**config.mk**
```make
export PLATFORM = sky130hd
export DESIGN_NAME = uart_tx
export DESIGN_NICKNAME = d
export VERILOG_FILES = /design/src/rtl/uart_pkg.sv /design/src/rtl/baud_gen.sv /design/src/rtl/uart_tx.sv
export SDC_FILE = /design/constraint.sdc
export NUM_CORES = 1
export LEC_CHECK = 0
export CAP_MARGIN = 20
export CORE_UTILIZATION = 56
export DETAILED_ROUTE_END_ITERATION = 16
export PLACE_DENSITY = 0.84
export SETUP_SLACK_MARGIN = 0.05
export SYNTH_ARGS = -nofsm -noshare
export SYNTH_HDL_FRONTEND = slang
export SYNTH_SLANG_ARGS = --single-unit
```
**constraint.sdc**
```tcl
create_clock -name clk -period 5.1 [get_ports clk]
set_input_delay 1.275 -clock clk [delete_from_list [all_inputs] [get_ports clk]]
set_output_delay 1.275 -clock clk [all_outputs]
set_load 0.1 [all_outputs]
```
**src/rtl/uart_pkg.sv**
```systemverilog
// rtl/uart_pkg.sv - shared state, parity and stop-bit definitions for the UART transmitter
package uart_pkg;

  // Frame sequencer states
  typedef enum logic [2:0] {
    ST_IDLE   = 3'd0,
    ST_START  = 3'd1,
    ST_DATA   = 3'd2,
    ST_PARITY = 3'd3,
    ST_STOP   = 3'd4
  } tx_state_e;

  // Parity mode encodings; 2'b11 also means no parity
  localparam logic [1:0] PAR_NONE     = 2'b00;
  localparam logic [1:0] PAR_EVEN     = 2'b01;
  localparam logic [1:0] PAR_ODD      = 2'b10;
  localparam logic [1:0] PAR_NONE_ALT = 2'b11;

  // Stop-bit selection
  localparam logic STOP_ONE = 1'b0;
  localparam logic STOP_TWO = 1'b1;

  // Smallest divisor the bit timer can honour
  localparam int MIN_DIV = 2;

  // True when the mode inserts a parity bit
  function automatic logic parity_enabled(input logic [1:0] mode);
    return (mode == PAR_EVEN) || (mode == PAR_ODD);
  endfunction

  // Parity bit from the XOR of the payload bits
  function automatic logic parity_value(input logic [1:0] mode, input logic data_xor);
    return (mode == PAR_ODD) ? ~data_xor : data_xor;
  endfunction

endpackage

```
**src/rtl/baud_gen.sv**
```systemverilog
// rtl/baud_gen.sv - restartable bit-period counter producing one tick per bit
module baud_gen #(
  parameter int DIV_W = 16
) (
  input  logic             clk,
  input  logic             RST,
  input  logic             restart_i,
  input  logic [DIV_W-1:0] div_i,
  output logic             bit_tick_o
);

  logic [DIV_W-1:0] cnt_q;
  logic [DIV_W-1:0] cnt_d;
  logic             at_end;

  // The divisor is already clamped to at least 2 by the caller
  assign at_end     = (cnt_q == (div_i - DIV_W'(1)));
  assign bit_tick_o = at_end & ~restart_i;

  // Count 0..div-1, wrapping on the tick or when the sequencer restarts the period
  always_comb begin
    cnt_d = cnt_q + DIV_W'(1);
    if (restart_i || at_end) begin
      cnt_d = '0;
    end
  end

  // Counter register
  always_ff @(posedge clk) begin
    if (RST) begin
      cnt_q <= '0;
    end else begin
      cnt_q <= cnt_d;
    end
  end

endmodule

```
**src/rtl/uart_tx.sv**
```systemverilog
// rtl/uart_tx.sv - UART transmitter with runtime divisor, parity and stop-bit selection
module uart_tx
  import uart_pkg::*;
#(
  parameter int DATA_W = 8,
  parameter int DIV_W  = 16
) (
  input  logic              clk,
  input  logic              RST,
  input  logic              tx_valid,
  output logic              tx_ready,
  input  logic [DATA_W-1:0] tx_data,
  input  logic [DIV_W-1:0]  cfg_div,
  input  logic [1:0]        cfg_parity,
  input  logic              cfg_stop2,
  output logic              tx_busy,
  output logic              tx_done,
  output logic              TX
);

  localparam int CNT_W = (DATA_W > 1) ? $clog2(DATA_W) : 1;
  localparam logic [CNT_W-1:0] LAST_BIT = CNT_W'(DATA_W - 1);

  tx_state_e         state_q, state_d;
  logic [CNT_W-1:0]  bit_cnt_q, bit_cnt_d;
  logic              stop_cnt_q, stop_cnt_d;
  logic [DATA_W-1:0] shreg_q, shreg_d;
  logic [DIV_W-1:0]  div_q, div_d;
  logic              par_en_q, par_en_d;
  logic              par_bit_q, par_bit_d;
  logic              stop2_q, stop2_d;
  logic              tx_q, tx_d;
  logic              restart;
  logic              bit_tick;
  logic              done_c;
  logic              accept;

  assign tx_ready = (state_q == ST_IDLE);
  assign tx_busy  = ~tx_ready;
  assign accept   = tx_valid & tx_ready;
  assign tx_done  = done_c;
  assign TX       = tx_q;

  baud_gen #(
    .DIV_W (DIV_W)
  ) u_baud_gen (
    .clk        (clk),
    .RST        (RST),
    .restart_i  (restart),
    .div_i      (div_q),
    .bit_tick_o (bit_tick)
  );

  // Next-state and next line level; TX is registered from the level of the upcoming bit
  always_comb begin
    state_d    = state_q;
    bit_cnt_d  = bit_cnt_q;
    stop_cnt_d = stop_cnt_q;
    shreg_d    = shreg_q;
    div_d      = div_q;
    par_en_d   = par_en_q;
    par_bit_d  = par_bit_q;
    stop2_d    = stop2_q;
    tx_d       = tx_q;
    restart    = 1'b0;
    done_c     = 1'b0;

    unique case (state_q)
      ST_IDLE: begin
        restart = 1'b1;
        tx_d    = 1'b1;
        if (accept) begin
          shreg_d    = tx_data;
          div_d      = (cfg_div < DIV_W'(MIN_DIV)) ? DIV_W'(MIN_DIV) : cfg_div;
          par_en_d   = parity_enabled(cfg_parity);
          par_bit_d  = parity_value(cfg_parity, ^tx_data);
          stop2_d    = (cfg_stop2 == STOP_TWO);
          bit_cnt_d  = '0;
          stop_cnt_d = 1'b0;
          state_d    = ST_START;
          tx_d       = 1'b0;
        end
      end

      ST_START: begin
        if (bit_tick) begin
          state_d   = ST_DATA;
          bit_cnt_d = '0;
          tx_d      = shreg_q[0];
        end
      end

      ST_DATA: begin
        if (bit_tick) begin
          if (bit_cnt_q == LAST_BIT) begin
            if (par_en_q) begin
              state_d = ST_PARITY;
              tx_d    = par_bit_q;
            end else begin
              state_d    = ST_STOP;
              stop_cnt_d = 1'b0;
              tx_d       = 1'b1;
            end
          end else begin
            bit_cnt_d = bit_cnt_q + CNT_W'(1);
            shreg_d   = {1'b0, shreg_q[DATA_W-1:1]};
            tx_d      = shreg_q[1];
          end
        end
      end

      ST_PARITY: begin
        if (bit_tick) begin
          state_d    = ST_STOP;
          stop_cnt_d = 1'b0;
          tx_d       = 1'b1;
        end
      end

      ST_STOP: begin
        tx_d = 1'b1;
        if (bit_tick) begin
          if (stop2_q && !stop_cnt_q) begin
            stop_cnt_d = 1'b1;
          end else begin
            done_c  = 1'b1;
            state_d = ST_IDLE;
          end
        end
      end

      default: begin
        state_d = ST_IDLE;
        tx_d    = 1'b1;
      end
    endcase
  end

  // State, captured frame parameters and the registered line
  always_ff @(posedge clk) begin
    if (RST) begin
      state_q    <= ST_IDLE;
      bit_cnt_q  <= '0;
      stop_cnt_q <= 1'b0;
      shreg_q    <= '0;
      div_q      <= DIV_W'(MIN_DIV);
      par_en_q   <= 1'b0;
      par_bit_q  <= 1'b0;
      stop2_q    <= 1'b0;
      tx_q       <= 1'b1;
    end else begin
      state_q    <= state_d;
      bit_cnt_q  <= bit_cnt_d;
      stop_cnt_q <= stop_cnt_d;
      shreg_q    <= shreg_d;
      div_q      <= div_d;
      par_en_q   <= par_en_d;
      par_bit_q  <= par_bit_d;
      stop2_q    <= stop2_d;
      tx_q       <= tx_d;
    end
  end

endmodule

```
==> results of run 1 <==
[worst max-delay path: cells and delay by family, from the launching register on]
kind                     cells  cell delay, ns
AND/OR/NAND/NOR              6            2.25
flip-flops                   1            0.35
buffers and inverters        2            0.27
adder cells (fa/ha/maj)      1            0.21
AO/OA/AOI/OAI                1            0.21
[layout make-up]
type                            count  share of cell area, %
Clock buffer                        8                  2.882
Sequential cell                    51                  29.39
Multi-Input combinational cell    298                  53.67
Inverter                           12                  1.297
Tap cell                           70                  2.522
Timing Repair Buffer               35                  10.23
[cell usage in the layout (no fill, tap or decap), drive strengths merged, types with 7 or more instances in the layout]
cell type,Yosys,layout
o221ai,7,7
o21ai,10,10
clkdlybuf4s50,0,32
dfxtp,51,51
nor2,40,40
xor2,19,19
a21oi,29,29
xnor2,19,19
nand3,24,24
nand2,55,55
inv,11,11
a22oi,7,7
mux2,7,7
clkbuf,15,8
[metrics by stage]
step	hold slack [ns]	utilization (%)	instances	area, um2	setup WS, ns
5_1_grt	0.4784	67.58	474	3473	0.1127
6_report	0.4521	67.58	474	3473	0.2297
4_1_cts	0.4554	67.45	474	3467	0.1247
3_5_place_dp	0.4438	65.51	466	3367	0.4828
2_1_floorplan	0.4267	-	380	3007	0.2816
3_3_place_gp	0.4361	65.51	466	3367	0.5751
[kinds of logic (layout without fill, tap and decap cells)]
kind of cell / after synthesis / in the layout / synth area share, %
buf+inv: 31 / 55 / 4.261
xor+xnor: 38 / 38 / 11.11
compound gates: 83 / 83 / 18.38
mux: 9 / 9 / 3.300
fa+ha+maj: 5 / 5 / 2.089
simple gates: 163 / 163 / 26.78
flops: 51 / 51 / 34.09
[state kept, by name (all words and copies together) (netlist names)]
| signal | count |
|---|---|
| div_q | 16 |
| u_baud_gen.cnt_q | 16 |
| shreg_q | 8 |
| bit_cnt_q | 3 |
| state_q | 3 |
| TX | 1 |
| par_bit_q | 1 |
| par_en_q | 1 |
| stop2_q | 1 |
| stop_cnt_q | 1 |
[where the power goes]
group / switching (uW) / total (uW) / internal [uW]
sequential: 21.5 / 438 / 416
combinational: 108 / 189 / 80.9
clock: 132 / 256 / 124
[metal layers]
metal | up-vias | routed length, um
li1 | 1400 | -
met1 | 1285 | 3278
met2 | 75 | 3262
met3 | 13 | 388
met4 | 0 | 105
met5 | - | 0
[worst paths after layout]
check / depth (start not counted) / from / end
min reg2reg: 2 / par_bit_q / par_bit_q
max: 10 / div_q[0] / tx_done
max reg2reg: 9 / div_q[0] / bit_cnt_q[0]
min: 2 / par_bit_q / par_bit_q
[repair_timing]
action	in CTS	in global routing
endpoints found under the hold margin	0	0
resized for setup	0	2
setup endpoints to repair	0	1
==> implementation parameters, run 1 <==
Parameter                              Value

Outcome
  Result of the run ... complete, no violations

Global routing
  Maximum number of pins on one net before global-route repair ... 33
  Total grt overflow ... 0
  Busiest grt layer ... met2
  Met3 demand-to-capacity share in global routing ... 4.953%
  Met2 GRT Util ... 40.24%
  GR met1 Demand/Resource ... 38.80%
  Number of antenna violations at the first check in global routing ... 0
  First-pass GRT wire length ... 11540 um
  Number of global-route vias before repair ... 2431
  Global-route total usage across every layer ... 26.67%

Synthesis
  Mapped Avg Cell Area ... 7.883 um2
  Register bit count reported by yosys ... 51
  List of most frequent post-synthesis cells ... 54 x sky130_fd_sc_hd__nand2_1, 51 x sky130_fd_sc_hd__dfxtp_1, 40 x sky130_fd_sc_hd__nor2_1
  Unique cell type count in the Yosys netlist ... 61
  Top cell type by total area after synthesis ... sky130_fd_sc_hd__dfxtp_1
  Synthesized netlist cell count ... 380
  Fraction of post-synthesis cell area in the top cell type by area ... 34.09%
  Sequential cell area fraction in the yosys report ... 34.09%
  Netlist Area Pre-Place ... 2995 um2
  Post-Synthesis Net Count ... 415
  Share of synthesized flip-flops with an asynchronous set or reset ... 0%
  Count leader, synth ... sky130_fd_sc_hd__nand2_1
  Syn. warnings ... 0
  Synth Flop Type ... sky130_fd_sc_hd__dfxtp_1
  Cells taking the most area after synthesis ... sky130_fd_sc_hd__dfxtp_1 34%, sky130_fd_sc_hd__nand2_1 6.8%, sky130_fd_sc_hd__xnor2_1 5.6%
  Number of flops mapped to enable cells by yosys ... 0

Timing
  Slew at the pin with the worst max-slew slack ... 0.9619 ns
  Minimum clock period ... 4.870 ns
  Setup Total Neg Slack ... 0 ns
  Unrepaired setup endpoints after global routing ... false
  Setup Viol. Count Final ... 0
  Final max-slew violation count ... 0
  Worst rel slew slack ... 35.67%
  Maximum clock frequency ... 0.2053 GHz
  Hold violation count in the final report ... 0
  Final period util ... 95.50%
  Max Clock Skew ... 0.005430 ns

Worst setup path
  Crit start category ... register
  Required time reported for the critical path endpoint ... 3.83 ns
  Cell-by-cell listing of the critical path ... inv_1 > ha_1 > or4b_4 > or3_1 > a22o_1 > and4bb_2 > or4b_1 > or2_1 > nor3_4 > buf_12
  Worst EP arrival ... 3.60 ns
  Slowest CP cell ... sky130_fd_sc_hd__or4b_1
  Worst reg-to-reg setup slack ... 1.48 ns
  Biggest cell delay along the critical path ... 0.50 ns
  Sort of element at the end of the critical path ... primary output
  Kind of critical path ... reg -> out
  Critical-path maximum fanout ... 7

Final layout
  Ant. Diodes ... 0
  Area growth syn-to-layout ... 15.96%
  Fraction of layout instances using a drive strength above 1 ... 7.178%
  Final layout net count ... 438
  Register area ... 1021 um2
  Multi-input gate area ... 1864 um2
  Filler cell count ... 453

Route
  Iteration count of the initial detailed-routing pass ... 4
  Count of nets left with antenna violations after detail routing ... 0
  Per-cell routed wire length ... 14.84 um
  Number of vias in the routed layout ... 2773
  Detailed-route wire length ... 7034 um
  Violation count after the first detailed-routing iteration ... 223
  Routed vias/inst ... 5.850
  Drc violations ... 0

Clocking
  Library cell used as clock root buffer ... sky130_fd_sc_hd__clkbuf_8
  Sink Count ... 51
  Max H-tree Level ... 2
  Clock slew at reported path FFs ... 0.09 ns
  Clock network latency to the later pin of the worst-skew pair ... 0.31 ns
  Number of buffers added by the clock tree synthesis step ... 5
  Clock Path Buffers ... 2
  # Post-CTS Setup Buffers ... 0
  Post-CTS Hold Buffers ... 0
  TritonCTS clock tree ... built

Run
  Reported max-cap violation count ... 0

Placement
  Global placer's final weighted congestion ... 0.9322
  Detailed-placement wirelength estimate ... 5073 um
  Total of buffers placed on input and output ports ... 33

Die
  Area inside the core boundary ... 5140 um2
  Die extent in y ... 75.14 um
  Area of the die ... 5645 um2
  Die width ... 75.14 um
  Starting Density ... 58.28%
  Top Ports ... 34
  # rows ... 26

Min path
  Worst hold path type ... reg -> reg

Power
  Maximum VDD drop ... 178.7 uV
  Cell area power density ... 254.3 nW/um2
  Standby leakage power ... 0.001253 uW
  Final Total Pwr ... 883.1 uW
No activity file was read; power rests on OpenSTA's default activity.
==> run 2: changes to the inputs <==
- CORE_UTILIZATION: 56 -> 61
- PLACE_DENSITY: 0.84 -> 0.9
- clock period: 5.1 -> 6.2 ns (I/O delays scaled with it)
==> run 2 against run 1 <==
  * Utilization rose by 5.1 points
  * Routed wire length fell by 1.0%
  * Design area fell by 1.2%
  * Global-route usage rose by 1.1 points
  * Via count rose by 2.3%
  * Clock-buffer cell count fell by 2
  * Critical endpoint unchanged
  * Largest power group unchanged
  * Highest routed layer unchanged
==> implementation parameters, run 2 (same netlist as run 1, synthesis figures left out) <==
Parameter                              Value

Final layout
  Most common cell after layout, fill and taps aside ... sky130_fd_sc_hd__nand2_1 (unchanged)
  Final layout net count ... 438 (unchanged)
  Ant. Diodes ... 0 (unchanged)
  Largest registers in the final layout ... div_q: 16 flops, u_baud_gen.cnt_q: 16 flops, shreg_q: 8 flops (unchanged)
  Fraction of layout instances using a drive strength above 1 ... 6.948% (was 7.178%)
  Area growth syn-to-layout ... 14.58% (was 15.96%)
  Core occupancy in the finished layout ... 72.66% (was 67.58%)
  Most frequent cells in the layout ... 54 x sky130_fd_sc_hd__nand2_1, 51 x sky130_fd_sc_hd__dfxtp_1, 40 x sky130_fd_sc_hd__nor2_1 (unchanged)

Die
  Starting Density ... 63.42% (was 58.28%)
  # rows ... 25 (was 26)
  Area of the die ... 5195 um2 (was 5645 um2)
  Die extent in y ... 72.08 um (was 75.14 um)
  Area inside the core boundary ... 4723 um2 (was 5140 um2)
  Die width ... 72.08 um (was 75.14 um)
  Top Ports ... 34 (unchanged)

Worst setup path
  Critical register-to-register path startpoint ... div_q[0] (unchanged)
  Worst reg-to-reg setup slack ... 2.48 ns (was 1.48 ns)
  Dominant delay contributor by cell family on the critical path ... simple AND/OR/NAND/NOR gates (unchanged)
  Sort of element at the end of the critical path ... primary output (unchanged)
  Crit start category ... register (unchanged)
  End of the worst register-to-register path ... bit_cnt_q[0] (unchanged)
  Biggest cell delay along the critical path ... 0.69 ns (was 0.50 ns)
  Cell-by-cell listing of the critical path ... inv_1 > ha_1 > nor4b_1 > nand4b_1 > a22o_1 > and4bb_2 > or4b_1 > or2_0 > nor3_2 > buf_4 (was inv_1 > ha_1 > or4b_4 > or3_1 > a22o_1 > and4bb_2 > or4b_1 > or2_1 > nor3_4 > buf_12)
  Required time reported for the critical path endpoint ... 4.65 ns (was 3.83 ns)
  Bufs and invs on worst path ... 2 (unchanged)
  Critical-path maximum fanout ... 7 (unchanged)
  Slowest CP cell ... sky130_fd_sc_hd__nor4b_1 (was sky130_fd_sc_hd__or4b_1)
  Logic depth of the worst setup path including buffers ... 10 (unchanged)
  Worst R2R Path Depth ... 10 (was 9)
  Worst EP arrival ... 3.73 ns (was 3.60 ns)
  Kind of critical path ... reg -> out (unchanged)

Route
  Number of vias in the routed layout ... 2838 (was 2773)
  Violation count after the first detailed-routing iteration ... 232 (was 223)
  Drc violations ... 0 (unchanged)
  Iteration count of the initial detailed-routing pass ... 5 (was 4)
  Detailed-route wire length ... 6961 um (was 7034 um)
  Count of nets left with antenna violations after detail routing ... 0 (unchanged)
  Per-cell routed wire length ... 14.81 um (was 14.84 um)
  Routed vias/inst ... 6.038 (was 5.850)

Global routing
  GR met1 Demand/Resource ... 38.54% (was 38.80%)
  Met2 GRT Util ... 42.89% (was 40.24%)
  Maximum number of pins on one net before global-route repair ... 34 (was 33)
  Number of antenna violations at the first check in global routing ... 0 (unchanged)
  Number of global-route vias before repair ... 2532 (was 2431)
  Total grt overflow ... 0 (unchanged)
  Busiest grt layer ... met2 (unchanged)
  Met3 demand-to-capacity share in global routing ... 6.250% (was 4.953%)
  First-pass GRT wire length ... 11460 um (was 11540 um)
  Global-route total usage across every layer ... 27.77% (was 26.67%)

Min path
  Worst Hold Depth ... 2 (unchanged)
  Source of the worst hold timing path ... par_bit_q (unchanged)
  Worst Hold Path EP ... par_bit_q (unchanged)
  Worst hold path type ... reg -> reg (unchanged)

Clocking
  Library cell used as clock root buffer ... sky130_fd_sc_hd__clkbuf_8 (unchanged)
  Clock network latency to the later pin of the worst-skew pair ... 0.32 ns (was 0.31 ns)
  Clock Path Buffers ... 2 (unchanged)
  Number of buffers added by the clock tree synthesis step ... 5 (unchanged)
  Clock slew at reported path FFs ... 0.09 ns (about the same)
  TritonCTS clock tree ... built (unchanged)
  Count of cells resized by post-cts repair ... 0 (unchanged)
  Post-CTS Hold Buffers ... 0 (unchanged)
  Sink Count ... 51 (unchanged)
  # Post-CTS Setup Buffers ... 0 (unchanged)
  Max H-tree Level ... 2 (unchanged)

Timing
  Unrepaired setup endpoints after global routing ... false (unchanged)
  Setup Viol. Count Final ... 0 (unchanged)
  Max Clock Skew ... 0.01033 ns (was 0.005430 ns)
  Final max-slew violation count ... 0 (unchanged)
  Slew at the pin with the worst max-slew slack ... 0.9696 ns (was 0.9619 ns)
  Minimum clock period ... 5.285 ns
  Setup Total Neg Slack ... 0 ns (unchanged)
  Final period util ... 85.24%
  Worst rel slew slack ... 35.16% (was 35.67%)
  Hold violation count in the final report ... 0 (unchanged)
  Maximum clock frequency ... 0.1892 GHz

Power
  Cell area power density ... 207.1 nW/um2 (was 254.3 nW/um2)
  Standby leakage power ... 0.001239 uW (was 0.001253 uW)
  Maximum VDD drop ... 159.3 uV (was 178.7 uV)

Placement
  Global placer's final weighted congestion ... 0.9269 (was 0.9322)
  Detailed-placement wirelength estimate ... 5078 um (was 5073 um)
  Total of buffers placed on input and output ports ... 33 (unchanged)

Run
  Reported max-cap violation count ... 0 (unchanged)

Outcome
  Result of the run ... complete, no violations (unchanged)
run 2: cell type report:
cell class,count,area (um2)
clock buffer,6,82.58
clock inverter,1,5.005
fill,372,1291
inverter,12,45.04
multi-input combinational,298,1852
sequential,51,1021
tap,67,83.83
timing repair buffer,35,342.8
run 2: through the flow:
step | hold WS [ns] | setup WS [ns] | total power, uW | cell area (um2) | instances
2_1_floorplan | 0.4267 | 0.7084 | 470.5 | 3000 | 380
4_1_cts | 0.4534 | 0.9572 | 707.4 | 3432 | 470
3_3_place_gp | 0.4340 | 1.374 | 514.0 | 3344 | 463
6_report | 0.4533 | 0.9152 | 710.8 | 3432 | 470
5_1_grt | 0.4829 | 0.7303 | 738.3 | 3432 | 470
3_5_place_dp | 0.4427 | 1.300 | 518.8 | 3344 | 463
run 2: report_power, final:
part,switching (uW),internal [uW]
Sequential,17.4,343
Clock,109,87.8
Combinational,87.8,66.4
run 2: per-layer routing:
metal | routed length (um) | vias to the layer above | share of wire (%)
li1 | - | 1393 | -
met1 | 3190 | 1327 | 46
met2 | 3217 | 107 | 46
met3 | 444 | 11 | 6.4
met4 | 108 | 0 | 1.6
met5 | 0 | - | 0
run 2: worst min-delay path, stage by stage (launching register included):
cell                      delay, ns
sky130_fd_sc_hd__dfxtp_1       0.32
sky130_fd_sc_hd__nand2_1       0.05
sky130_fd_sc_hd__a21oi_1       0.05
run 2: worst max-delay path by stage:
stage,slack [ns],startpoint,to
2_1_floorplan,0.71,div_q[0],tx_done
3_3_place_gp,1.37,div_q[0],tx_done
3_5_place_dp,1.30,div_q[0],tx_done
4_1_cts,0.96,div_q[0],tx_done
5_1_grt,0.73,div_q[0],tx_done
6_report,0.92,div_q[0],tx_done
